File: config.mk
export PLATFORM = sky130hd
export DESIGN_NAME = axi_register_slave
export DESIGN_NICKNAME = d
export VERILOG_FILES = /design/src/rtl/axi_interface_pkg.sv /design/src/rtl/axi_address_decoder.sv /design/src/rtl/axi_register_slave.sv
export SDC_FILE = /design/constraint.sdc
export NUM_CORES = 1
export LEC_CHECK = 0
export BUFFER_PORTS_ARGS = -buffer_cell sky130_fd_sc_hd__buf_4
export CAP_MARGIN = 40
export CORE_ASPECT_RATIO = 1.2
export CORE_MARGIN = 1.5
export CORE_UTILIZATION = 39
export CTS_BUF_LIST = sky130_fd_sc_hd__clkbuf_4 sky130_fd_sc_hd__clkbuf_8
export CTS_CLUSTER_SIZE = 30
export DETAILED_ROUTE_END_ITERATION = 16
export GPL_ROUTABILITY_DRIVEN = 0
export PLACE_DENSITY = 0.62
export SYNTH_ARGS = -nofsm -noshare
export SYNTH_HDL_FRONTEND = slang
export SYNTH_SLANG_ARGS = --single-unit
File: constraint.sdc
create_clock -name clk_i -period 4.92 [get_ports clk_i]
set_clock_uncertainty 0.05 [all_clocks]
set_input_delay 0.738 -clock clk_i [delete_from_list [all_inputs] [get_ports clk_i]]
set_output_delay 0.738 -clock clk_i [all_outputs]
set_load 0.05 [all_outputs]
File: src/rtl/axi_interface_pkg.sv
// Shared AXI4-Lite widths and response encoding.
package axi_interface_pkg;

   localparam int unsigned AXI_DATA_SIZE = 4;   // bytes per data beat
   localparam int unsigned AXI_ADDR_SIZE = 32;  // address bits

   typedef enum logic [1:0] {
      AXI_OKAY   = 2'b00,
      AXI_EXOKAY = 2'b01,
      AXI_SLVERR = 2'b10,
      AXI_DECERR = 2'b11
   } axi_response_t;

endpackage

File: src/rtl/axi_address_decoder.sv
// Combinational register-bank address decode: window check, alignment check
// and register index extraction. One instance serves one AXI channel.
module axi_address_decoder
   import axi_interface_pkg::*;
#(
   parameter int unsigned              REG_COUNT = 8,
   parameter logic [AXI_ADDR_SIZE-1:0] BASE_ADDR = 32'h0000_0000
) (
   input  logic [AXI_ADDR_SIZE-1:0]     addr,
   output logic [$clog2(REG_COUNT)-1:0] index,
   output axi_response_t                resp
);

   localparam int unsigned IDX_W = $clog2(REG_COUNT);

   // Addresses below the base wrap to a huge offset and fall out of the window.
   logic [AXI_ADDR_SIZE-1:0] offset;
   assign offset = addr - BASE_ADDR;

   // Classify the access and extract the word index.
   always_comb begin
      index = offset[IDX_W+1:2];
      if (offset >= AXI_ADDR_SIZE'(REG_COUNT * 4))
         resp = AXI_DECERR;
      else if (addr[1:0] != 2'b00)
         resp = AXI_SLVERR;
      else
         resp = AXI_OKAY;
   end

endmodule

File: src/rtl/axi_register_slave.sv
// AXI4-Lite register bank with independent write and read FSMs.
module axi_register_slave
   import axi_interface_pkg::*;
#(
   parameter int unsigned              REG_COUNT = 8,
   parameter logic [AXI_ADDR_SIZE-1:0] BASE_ADDR = 32'h0000_0000
) (
   input  logic                         clk_i,
   input  logic                         rst_n_i,
   input  logic [AXI_ADDR_SIZE-1:0]     axi_awaddr_i,
   input  logic                         axi_awvalid_i,
   output logic                         axi_awready_o,
   input  logic [AXI_DATA_SIZE*8-1:0]   axi_wdata_i,
   input  logic [AXI_DATA_SIZE-1:0]     axi_wstrb_i,
   input  logic                         axi_wvalid_i,
   output logic                         axi_wready_o,
   output axi_response_t                axi_bresp_o,
   output logic                         axi_bvalid_o,
   input  logic                         axi_bready_i,
   input  logic [AXI_ADDR_SIZE-1:0]     axi_araddr_i,
   input  logic                         axi_arvalid_i,
   output logic                         axi_arready_o,
   output logic [31:0]                  axi_rdata_o,
   output axi_response_t                axi_rresp_o,
   output logic                         axi_rvalid_o,
   input  logic                         axi_rready_i,
   output logic [REG_COUNT*32-1:0]      registers_o
);

   localparam int unsigned IDX_W = $clog2(REG_COUNT);

   localparam logic [0:0] W_IDLE = 1'b0;
   localparam logic [0:0] W_RESP = 1'b1;
   localparam logic [0:0] R_IDLE = 1'b0;
   localparam logic [0:0] R_DATA = 1'b1;

   logic [0:0]                 w_state;
   logic [0:0]                 r_state;
   logic                       aw_captured;
   logic                       w_captured;
   logic [AXI_ADDR_SIZE-1:0]   aw_addr;
   logic [AXI_DATA_SIZE*8-1:0] w_data;
   logic [AXI_DATA_SIZE-1:0]   w_strb;
   logic [31:0]                regs [REG_COUNT];

   logic [IDX_W-1:0]           w_index;
   axi_response_t              w_resp;
   logic [IDX_W-1:0]           r_index;
   axi_response_t              r_resp;

   // The write side decodes the captured address, the read side the live one.
   axi_address_decoder #(.REG_COUNT(REG_COUNT), .BASE_ADDR(BASE_ADDR)) u_wdec (
      .addr  (aw_addr),
      .index (w_index),
      .resp  (w_resp)
   );

   axi_address_decoder #(.REG_COUNT(REG_COUNT), .BASE_ADDR(BASE_ADDR)) u_rdec (
      .addr  (axi_araddr_i),
      .index (r_index),
      .resp  (r_resp)
   );

   assign axi_awready_o = (w_state == W_IDLE) && !aw_captured;
   assign axi_wready_o  = (w_state == W_IDLE) && !w_captured;
   assign axi_arready_o = (r_state == R_IDLE);

   // Write channel: capture AW and W independently, commit once both are held.
   always_ff @(posedge clk_i or negedge rst_n_i) begin
      if (!rst_n_i) begin
         w_state      <= W_IDLE;
         aw_captured  <= 1'b0;
         w_captured   <= 1'b0;
         aw_addr      <= '0;
         w_data       <= '0;
         w_strb       <= '0;
         axi_bvalid_o <= 1'b0;
         axi_bresp_o  <= AXI_OKAY;
         for (int unsigned i = 0; i < REG_COUNT; i++)
            regs[i] <= '0;
      end else begin
         case (w_state)
            W_IDLE: begin
               if (axi_awvalid_i && axi_awready_o) begin
                  aw_captured <= 1'b1;
                  aw_addr     <= axi_awaddr_i;
               end
               if (axi_wvalid_i && axi_wready_o) begin
                  w_captured <= 1'b1;
                  w_data     <= axi_wdata_i;
                  w_strb     <= axi_wstrb_i;
               end
               if (aw_captured && w_captured) begin
                  if (w_resp == AXI_OKAY) begin
                     for (int unsigned b = 0; b < AXI_DATA_SIZE; b++)
                        if (w_strb[b])
                           regs[w_index][8*b +: 8] <= w_data[8*b +: 8];
                  end
                  aw_captured  <= 1'b0;
                  w_captured   <= 1'b0;
                  axi_bvalid_o <= 1'b1;
                  axi_bresp_o  <= w_resp;
                  w_state      <= W_RESP;
               end
            end
            W_RESP: begin
               if (axi_bready_i) begin
                  axi_bvalid_o <= 1'b0;
                  w_state      <= W_IDLE;
               end
            end
            default: w_state <= W_IDLE;
         endcase
      end
   end

   // Read channel: register the addressed word on AR handshake, hold until taken.
   always_ff @(posedge clk_i or negedge rst_n_i) begin
      if (!rst_n_i) begin
         r_state      <= R_IDLE;
         axi_rvalid_o <= 1'b0;
         axi_rdata_o  <= '0;
         axi_rresp_o  <= AXI_OKAY;
      end else begin
         case (r_state)
            R_IDLE: begin
               if (axi_arvalid_i) begin
                  axi_rvalid_o <= 1'b1;
                  axi_rresp_o  <= r_resp;
                  axi_rdata_o  <= (r_resp == AXI_OKAY) ? regs[r_index] : 32'h0;
                  r_state      <= R_DATA;
               end
            end
            R_DATA: begin
               if (axi_rready_i) begin
                  axi_rvalid_o <= 1'b0;
                  r_state      <= R_IDLE;
               end
            end
            default: r_state <= R_IDLE;
         endcase
      end
   end

   // Flatten the register array onto the status bus.
   always_comb begin
      registers_o = '0;
      for (int unsigned i = 0; i < REG_COUNT; i++)
         registers_o[32*i +: 32] = regs[i];
   end

endmodule

==> results of run 1 <==
==> stage by stage <==
| stage | hold WS [ns] | std cells |
|---|---|---|
| floorplan | 0.387 | 988 |
| global placement | 0.399 | 1906 |
| detailed placement | 0.411 | 1909 |
| CTS | 0.224 | 2017 |
| global route | 0.223 | 2020 |
| finish | 0.193 | 2020 |
==> power breakdown <==
group          internal (uW)  switching, uW  leakage (uW)
sequential              3320            434       0.00494
combinational            471            562       0.00506
clock                   1540           1210      0.000685
total                   5340           2210        0.0107
==> cell usage after synthesis (2+ instances only) <==
cell type | instances | area (um2)
sky130_fd_sc_hd__buf_2 | 9 | 45.0
sky130_fd_sc_hd__nor2_1 | 8 | 30.0
sky130_fd_sc_hd__inv_1 | 4 | 15.0
sky130_fd_sc_hd__buf_4 | 3 | 22.5
sky130_fd_sc_hd__mux4_2 | 64 | 1440
sky130_fd_sc_hd__nor4_1 | 10 | 62.6
sky130_fd_sc_hd__nand4_1 | 2 | 12.5
sky130_fd_sc_hd__o21ai_0 | 35 | 175
sky130_fd_sc_hd__nand2_1 | 43 | 161
sky130_fd_sc_hd__mux2i_1 | 32 | 320
sky130_fd_sc_hd__nor2b_1 | 2 | 12.5
sky130_fd_sc_hd__nor4_2 | 2 | 25.0
sky130_fd_sc_hd__a31oi_1 | 2 | 12.5
sky130_fd_sc_hd__dfrtp_1 | 366 | 9160
sky130_fd_sc_hd__mux2_2 | 324 | 3650
sky130_fd_sc_hd__nor3_1 | 3 | 15.0
sky130_fd_sc_hd__nand3_1 | 6 | 30.0
sky130_fd_sc_hd__nor4_4 | 30 | 638
sky130_fd_sc_hd__buf_1 | 4 | 15.0
sky130_fd_sc_hd__a21o_1 | 2 | 15.0
sky130_fd_sc_hd__or4_1 | 2 | 15.0
sky130_fd_sc_hd__clkbuf_1 | 24 | 90.1
==> worst register-to-register path, cell delays in order, from the launching register on <==
cell	delay, ns
sky130_fd_sc_hd__dfrtp_1	0.38
sky130_fd_sc_hd__nor4_1	0.49
sky130_fd_sc_hd__nand3_4	0.63
sky130_fd_sc_hd__buf_4	0.49
sky130_fd_sc_hd__nor4_4	0.77
sky130_fd_sc_hd__mux2_2	0.42
==> cells in the final DEF, fill, tap and decap left out, drive strengths merged, types with 2 or more instances in the layout <==
cell type / n
buf: 422
dfrtp: 366
mux2: 324
clkbuf: 99
mux4: 64
nand2: 43
nor4: 42
o21ai: 35
mux2i: 32
clkinv: 9
nor2: 9
nand3: 6
inv: 4
diode: 3
nor3: 3
nand4: 3
nor2b: 2
or4: 2
a31oi: 2
a21o: 2
==> metal layers <==
metal | track usage, % | vias up
li1 | - | 4626
met1 | 28.5 | 5539
met2 | 38.9 | 359
met3 | 5.33 | 67
met4 | 7.59 | 0
met5 | 0 | -
==> state kept, by name, summed over array words and instances (netlist names) <==
| signal | count |
|---|---|
| registers_o | 256 |
| aw_addr | 32 |
| axi_rdata_o | 32 |
| w_data | 32 |
| w_strb | 4 |
| axi_bresp_o | 2 |
| axi_rresp_o | 2 |
| aw_captured | 1 |
| axi_bvalid_o | 1 |
| axi_rvalid_o | 1 |
| r_state | 1 |
| w_captured | 1 |
| w_state | 1 |
==> kinds of logic (layout without fill, tap and decap cells) <==
family,after synthesis,after routing,synth area share [%]
flops,366,366,57.1
simple gates,116,116,6.67
mux,420,420,33.7
other cells,0,3,0
buf+inv,44,534,1.17
compound gates,42,42,1.38
==> path summary, 6_finish.rpt <==
| check | startpoint | end | depth (start not counted) |
|---|---|---|---|
| setup / recovery | aw_addr[18] | registers_o[105] | 5 |
| hold / removal | rst_n_i | registers_o[147] | 1 |
| setup reg to reg | aw_addr[18] | registers_o[105] | 5 |
| hold reg to reg | r_state | axi_rvalid_o | 1 |
| max in group asynchronous | rst_n_i | registers_o[131] | 2 |
| min in group clk_i | axi_bready_i | w_state | 2 |
==> final cells by class <==
type	count	area, um2
multi-input cells	578	6730
clock buffers	99	1210
well taps	539	674
clock inverters	9	45.0
fillers	3519	19600
flip-flops and latches	366	9160
diodes	3	7.51
repair buffers	422	3220
inverters	4	15.0
==> metrics list, run 1 <==
- Run status: finished clean
- Once detailed placement completed, the half-perimeter wirelength came to 32600 um.
- Total gr overflow: 0
- After detailed routing, the met3 layer carries 2970 um of wire.
* Category of the most critical setup path: flip-flop to flip-flop
* Unrepaired setup endpoints after global routing: no
- After synthesis the cells add up to 16000 um2.
- Number of iterations in the first detailed-routing pass: 4
- Level count of the clock H-tree: 2
* Post-cts hold buffer count: 0
* Post-Synthesis Cells: 988
- Area overhead of the layout relative to synthesis: 31.3%
- STA classifies the critical path startpoint as a flip-flop.
* Number of global-route vias before repair: 11500
- Data on the critical path arrives at its endpoint at 3.79 ns.
* Total clock sinks: roughly 370
* Detail Route Antenna Nets: 0
- Average cell area after synthesis: approximately 16 um2
- Slack of the critical path: 1.58 ns
- I/O pin count: 404
- The cell sitting at the root of the clock tree is a sky130_fd_sc_hd__clkbuf_8.
* Routed length per instance: about 24 um
- The final layout contains routed wiring with a total length of 47800 um.
- Clock latency on the worst-skew pair, taken at its later pin, is 0.62 ns.
* Upper clock frequency limit: 300 MHz
* Net total in the final layout: 1538
* Worst min path class: primary input to async pin
- In this run the horizontal extent of the chip is 188 um.
* Ratio of total power to cell area: 358 nW/um2
- GRT Util Overall: 22.8%
- Least-Margin Pin Slew: just over 1 ns
- The floorplan has 81 rows.
- Clock Tree Buf Depth: 3
- DRC violation count after routing: 0
* Number of warnings printed during yosys synthesis: 0
- Total placed instance area: 19800 um2
- The number of antenna violations at the first check in global routing came to 4.
- Top cell family by delay on the critical path: simple AND/OR/NAND/NOR gates
- The die covers 42400 um2.
- Remaining max-slew budget at the tightest pin: a little under a third
- Accumulated negative setup slack: 0 ns
* Wire length of the first global-routing pass: 72900 um
- Via density per instance: 5.24
- Buffers placed on the I/O ports in this run total roughly 400.
- Count of vias placed by the detailed router: 10600
- Together, buffers and inverters on the worst path number 1.
- In the detailed route, the total length drawn on met2 is 24500 um.
* Top fanout value on the critical path: 25
- Largest net degree at the start of global routing: 127
* Core Area: 40600 um2
- Largest vdd supply drop: 0.258 mV
- Setup violations remaining at the end of the flow were counted as 0.
* Top routing layer used: met4
* Register bit total from synthesis: roughly 370
- When the netlist entered floorplanning its net count stood at 1095.
- Required time of the critical path: 5.37 ns
- Number of synthesized flops with an enable pin: 0
- TritonCTS created 59 clock buffers.
- Kind of end point of the critical path: flip-flop
- 1st-iter DRT viols: 394
- In the final layout, the share of cells above drive strength 1 is between 60 and 70%.
* Number of post-CTS setup repair buffers: 0
* Utilization after layout: around half
- The slowest stage of the critical path is the sky130_fd_sc_hd__nor4_4 cell.
- Post-route design area: between 20000 and 25000 um2
- Worst setup slack before clock tree synthesis: 1.52 ns
- Largest incremental delay on the critical path: between 0.7 and 0.8 ns
- Chip height: 225 um
- In the synthesized netlist the dominant register cell turns out to be sky130_fd_sc_hd__dfrtp_1.
- Clock tree from TritonCTS: built
- The max-slew violation total from the final report came to 0.
- The final hold violation count was 0.
* Post-route clock period utilization: 67.8%
- Clk pin slew, worst setup/hold paths: 0.06 ns
- Cell Chain, Critical Path: nor4_1 -> nand3_4 -> buf_4 -> nor4_4 -> mux2_2
* Leakage power: 0.0107 uW
* Share of synthesized flip-flops with an asynchronous set or reset: between 90% and 100%
* Number of resized instances in the post-cts repair step: 0
- Internal reg-to-reg setup slack: 1.58 ns
* Minimum period implied by the final worst setup slack: 3.34 ns
* Portion of the post-synthesis area used by sequential elements: 57.1%
- The initial utilization of the core area, before any placement, comes to about two fifths.
* M1 WL: between 15000 and 20000 um
* Max_cap viols: 0
* Total Power Consumption: between 7000 and 8000 uW
* Yosys cell types: 33
Power figures use the tool's default switching activity.
==> run 2, diff against run 1 <==
--- a/config.mk
+++ b/config.mk
@@ -14,7 +14,7 @@
 export CTS_CLUSTER_SIZE = 30
 export DETAILED_ROUTE_END_ITERATION = 16
 export GPL_ROUTABILITY_DRIVEN = 0
-export PLACE_DENSITY = 0.62
+export PLACE_DENSITY = 0.64
 export SYNTH_ARGS = -nofsm -noshare
 export SYNTH_HDL_FRONTEND = slang
 export SYNTH_SLANG_ARGS = --single-unit
==> constraint.sdc (replaced) <==
create_clock -name clk_i -period 2.68 [get_ports clk_i]
set_clock_uncertainty 0.05 [all_clocks]
set_input_delay 0.402 -clock clk_i [delete_from_list [all_inputs] [get_ports clk_i]]
set_output_delay 0.402 -clock clk_i [all_outputs]
set_load 0.05 [all_outputs]
==> run 2 against run 1 <==
Compared with the run above:
- clock power increased by 86%
- sequential cell count unchanged
- first-iteration DRC count increased by 11%
- non-clock buffer count increased by 123
- worst setup slack got worse by 1.4 ns
- critical path type unchanged
- largest cell class unchanged
- largest power group unchanged
==> metrics list, run 2 (synthesis results as in run 1) <==
* Clock tree from TritonCTS: built
- Detail Route Antenna Nets: 0 (unchanged)
- The standard cell area after detailed placement is 20300 um2 (+2.3%).
- Area overhead of the layout relative to synthesis: 38.9%
* Multi-input gate area: 6730 um2 (unchanged)
- The placed wire-length estimate after detailed placement was 33000 um (+1.4%).
* Total routed wirelength: 48500 um (+1.5%)
- The max-slew violation total from the final report was 0 (unchanged).
- Critical register-to-register path startpoint: aw_addr[30]
- The clock-pin slew on the worst setup and hold paths was 0.07 ns (about the same).
- Clock root buffer: sky130_fd_sc_hd__clkbuf_8
* Minimum period implied by the final worst setup slack: 2.45 ns (-0.884 ns)
- The quantity of gates resized following cts was 0 (unchanged).
- The number of clock buffers inserted by TritonCTS was 59 (unchanged).
- The count of maximum capacitance violations came to 0 (unchanged).
- The die area was 42400 um2 (unchanged).
* Worst endpoint data arrival time: 2.89 ns (-0.90 ns)
- Clock network fraction of design power: 36.2% (-0.3 points)
- The share of total power consumed by net switching came to 28.8% (-0.44 points).
- Sequential cell area: 9160 um2 (unchanged)
- Leakage power: 0.0113 uW (+5.7%)
- Horiz. Die Dim: 188 um (unchanged)
- The chip height came to 225 um (unchanged).
- Accumulated negative setup slack: 0 ns (unchanged)
- The remaining design rule violation count is 0 (unchanged).
- Clock Tree Buf Depth: 3 (unchanged)
* Most common library cell in the layout ignoring fill and taps: sky130_fd_sc_hd__buf_4
- R2R cell count: 6 (+1)
* Number of flip-flops under the largest register name: 256 (unchanged)
- The worst reg-to-reg setup slack is 0.23 ns (-1.36 ns).
- The net switching power was 4090 uW (+85%).
- Post-cts hold buffer count: 73 (+73)
* Largest net degree at the start of global routing: 74 (-42%)
* Most frequent cells in the layout: sky130_fd_sc_hd__buf_4, sky130_fd_sc_hd__dfrtp_1, sky130_fd_sc_hd__mux2_2
- Total gr overflow: 0 (unchanged)
* Core Area: 40600 um2 (unchanged)
- Number of failing setup endpoints in the final timing report: 0 (unchanged)
* Upper clock frequency limit: 407 MHz (+36%)
* Level count of the clock H-tree: 2 (unchanged)
* Worst min path class: primary input to flip-flop
* Unrepaired setup endpoints after global routing: no
- Post-route clock period utilization: 91.6% (+24 points)
- The number of detailed-route iterations in the first pass came to 4 (unchanged).
- The transition time of the tightest slew-check pin came to 0.731 ns (-0.290 ns).
- Placement Rows: 81 (unchanged)
* GRT Util Overall: 23.1% (+0.31 points)
- The power per standard cell area was 637 nW/um2 (+78%).
- The later-pin clock latency in the skew report came to 0.62 ns (about the same).
* Category of the most critical setup path: flip-flop to flip-flop
- The pre-CTS setup slack is 0.267 ns (-1.25 ns).
- Buffers added on ports: 403 (unchanged)
- The fraction of power consumed by combinational cells came to 15.0% (+1.3 points).
* Final Hold Fails: 0 (unchanged)
* Number of inserted filler cells in the final layout: 3377 (-4.0%)
* Remaining max-slew budget at the tightest pin: 51.2% (+19 points)
- The via count of the first global-routing pass is 11900 (+3.3%).
* Endpoint of the worst setup timing path: registers_o[45]
- The global-route wire length before repair is 74000 um (+1.5%).
* Count of vias placed by the detailed router: 11100 (+4.5%)
* I/O pin count: 404 (unchanged)
* 1st-iter DRT viols: 437 (+11%)
* Total clock sinks: 366 (unchanged)
* Post-route design area: 22300 um2 (+5.8%)
* Number of post-CTS setup repair buffers: 0 (unchanged)
- Routed length per instance: 22.7 um (-4.2%)
- Fraction of power consumed by sequential logic: 48.7% (-1.1 points)
- The largest fanout on the critical path was 33 (+32%).
* Number of antenna violations at the first check in global routing: 1 (-3)
- Internal Power: 10100 uW (+89%)
- Largest vdd supply drop: 0.396 mV (+54%)
- The final setup slack of the worst path is 0.226 ns (-1.36 ns).
- Net total in the final layout: 1661 (+8.0%)
- Share of final-layout standard cells stronger than drive strength 1: 62.8% (-1.9 points)
* Run status: finished clean
- Tracing the worst setup path back leads to its startpoint at aw_addr[30].
- The critical path data required time was 3.12 ns (-2.25 ns).
* Via density per instance: 5.18 (-1.3%)
- Type of origin of the critical path: flip-flop
- The starting utilization of the core area came to 39.5% (unchanged).
- In this run the critical register-to-register path is captured at registers_o[45].
* Utilization after layout: 54.8% (+3.0 points)
- Kind of end point of the critical path: flip-flop
[run 2: cell count changes in the layout (fill, tap and decap cells not counted), sizes merged]
cell / previous run / this run
buf: 422 / 472
clkinv: 9 / 6
diode: 3 / 2
dlygate4sd3: 0 / 73
[run 2: power by group through the flow]
stage / combinational [uW] / sequential, uW / clock, uW
after global routing: 2290 / 7030 / 5540
after global placement: 2030 / 6970 / 0
after detailed placement: 2070 / 6980 / 0
after CTS: 2170 / 6890 / 5270
after floorplan: 1270 / 6750 / 0
final: 2140 / 6910 / 5140
[run 2: worst min-delay path by stage]
stage | start | to | depth (start not counted)
after floorplan | rst_n_i | aw_addr[0] | 0
after global placement | rst_n_i | w_data[23] | 1
after detailed placement | rst_n_i | w_data[23] | 1
after CTS | axi_araddr_i[5] | axi_rresp_o[0] | 4
after global routing | axi_araddr_i[5] | axi_rresp_o[0] | 4
final | axi_araddr_i[5] | axi_rresp_o[0] | 4
[run 2: layout make-up]
cell class,instances,area share [%]
Antenna cell,2,0.0225
Clock buffer,99,5.69
Clock inverter,6,0.135
Inverter,4,0.0674
Multi-Input combinational cell,578,30.2
Sequential cell,366,41.1
Tap cell,539,3.03
Timing Repair Buffer,545,19.8
[run 2: layer usage]
metal | up-vias | routed length, um | global-route usage [%]
met5 | - | 0 | 0
met4 | 0 | 1730 | 9.08
met3 | 99 | 2670 | 4.73
met2 | 361 | 24300 | 38.7
met1 | 5728 | 19800 | 29.4
li1 | 4882 | - | -
[run 2: worst max-delay path, cell delays in order, from the launching register on]
cell and delay (ns):
sky130_fd_sc_hd__dfrtp_1 0.38, sky130_fd_sc_hd__nor4_1 0.46, sky130_fd_sc_hd__nand4_4 0.19, sky130_fd_sc_hd__buf_12 0.26, sky130_fd_sc_hd__nor4_4 0.38, sky130_fd_sc_hd__buf_4 0.23
sky130_fd_sc_hd__mux2_2 0.34
[run 2: per-stage QoR]
stage	hold slack, ns	std cells	power [uW]
after floorplan	0.0564	988	8020
after global placement	0.390	1959	9000
after detailed placement	0.388	1959	9060
after CTS	0.103	2137	14300
after global routing	0.144	2138	14900
final	0.142	2139	14200
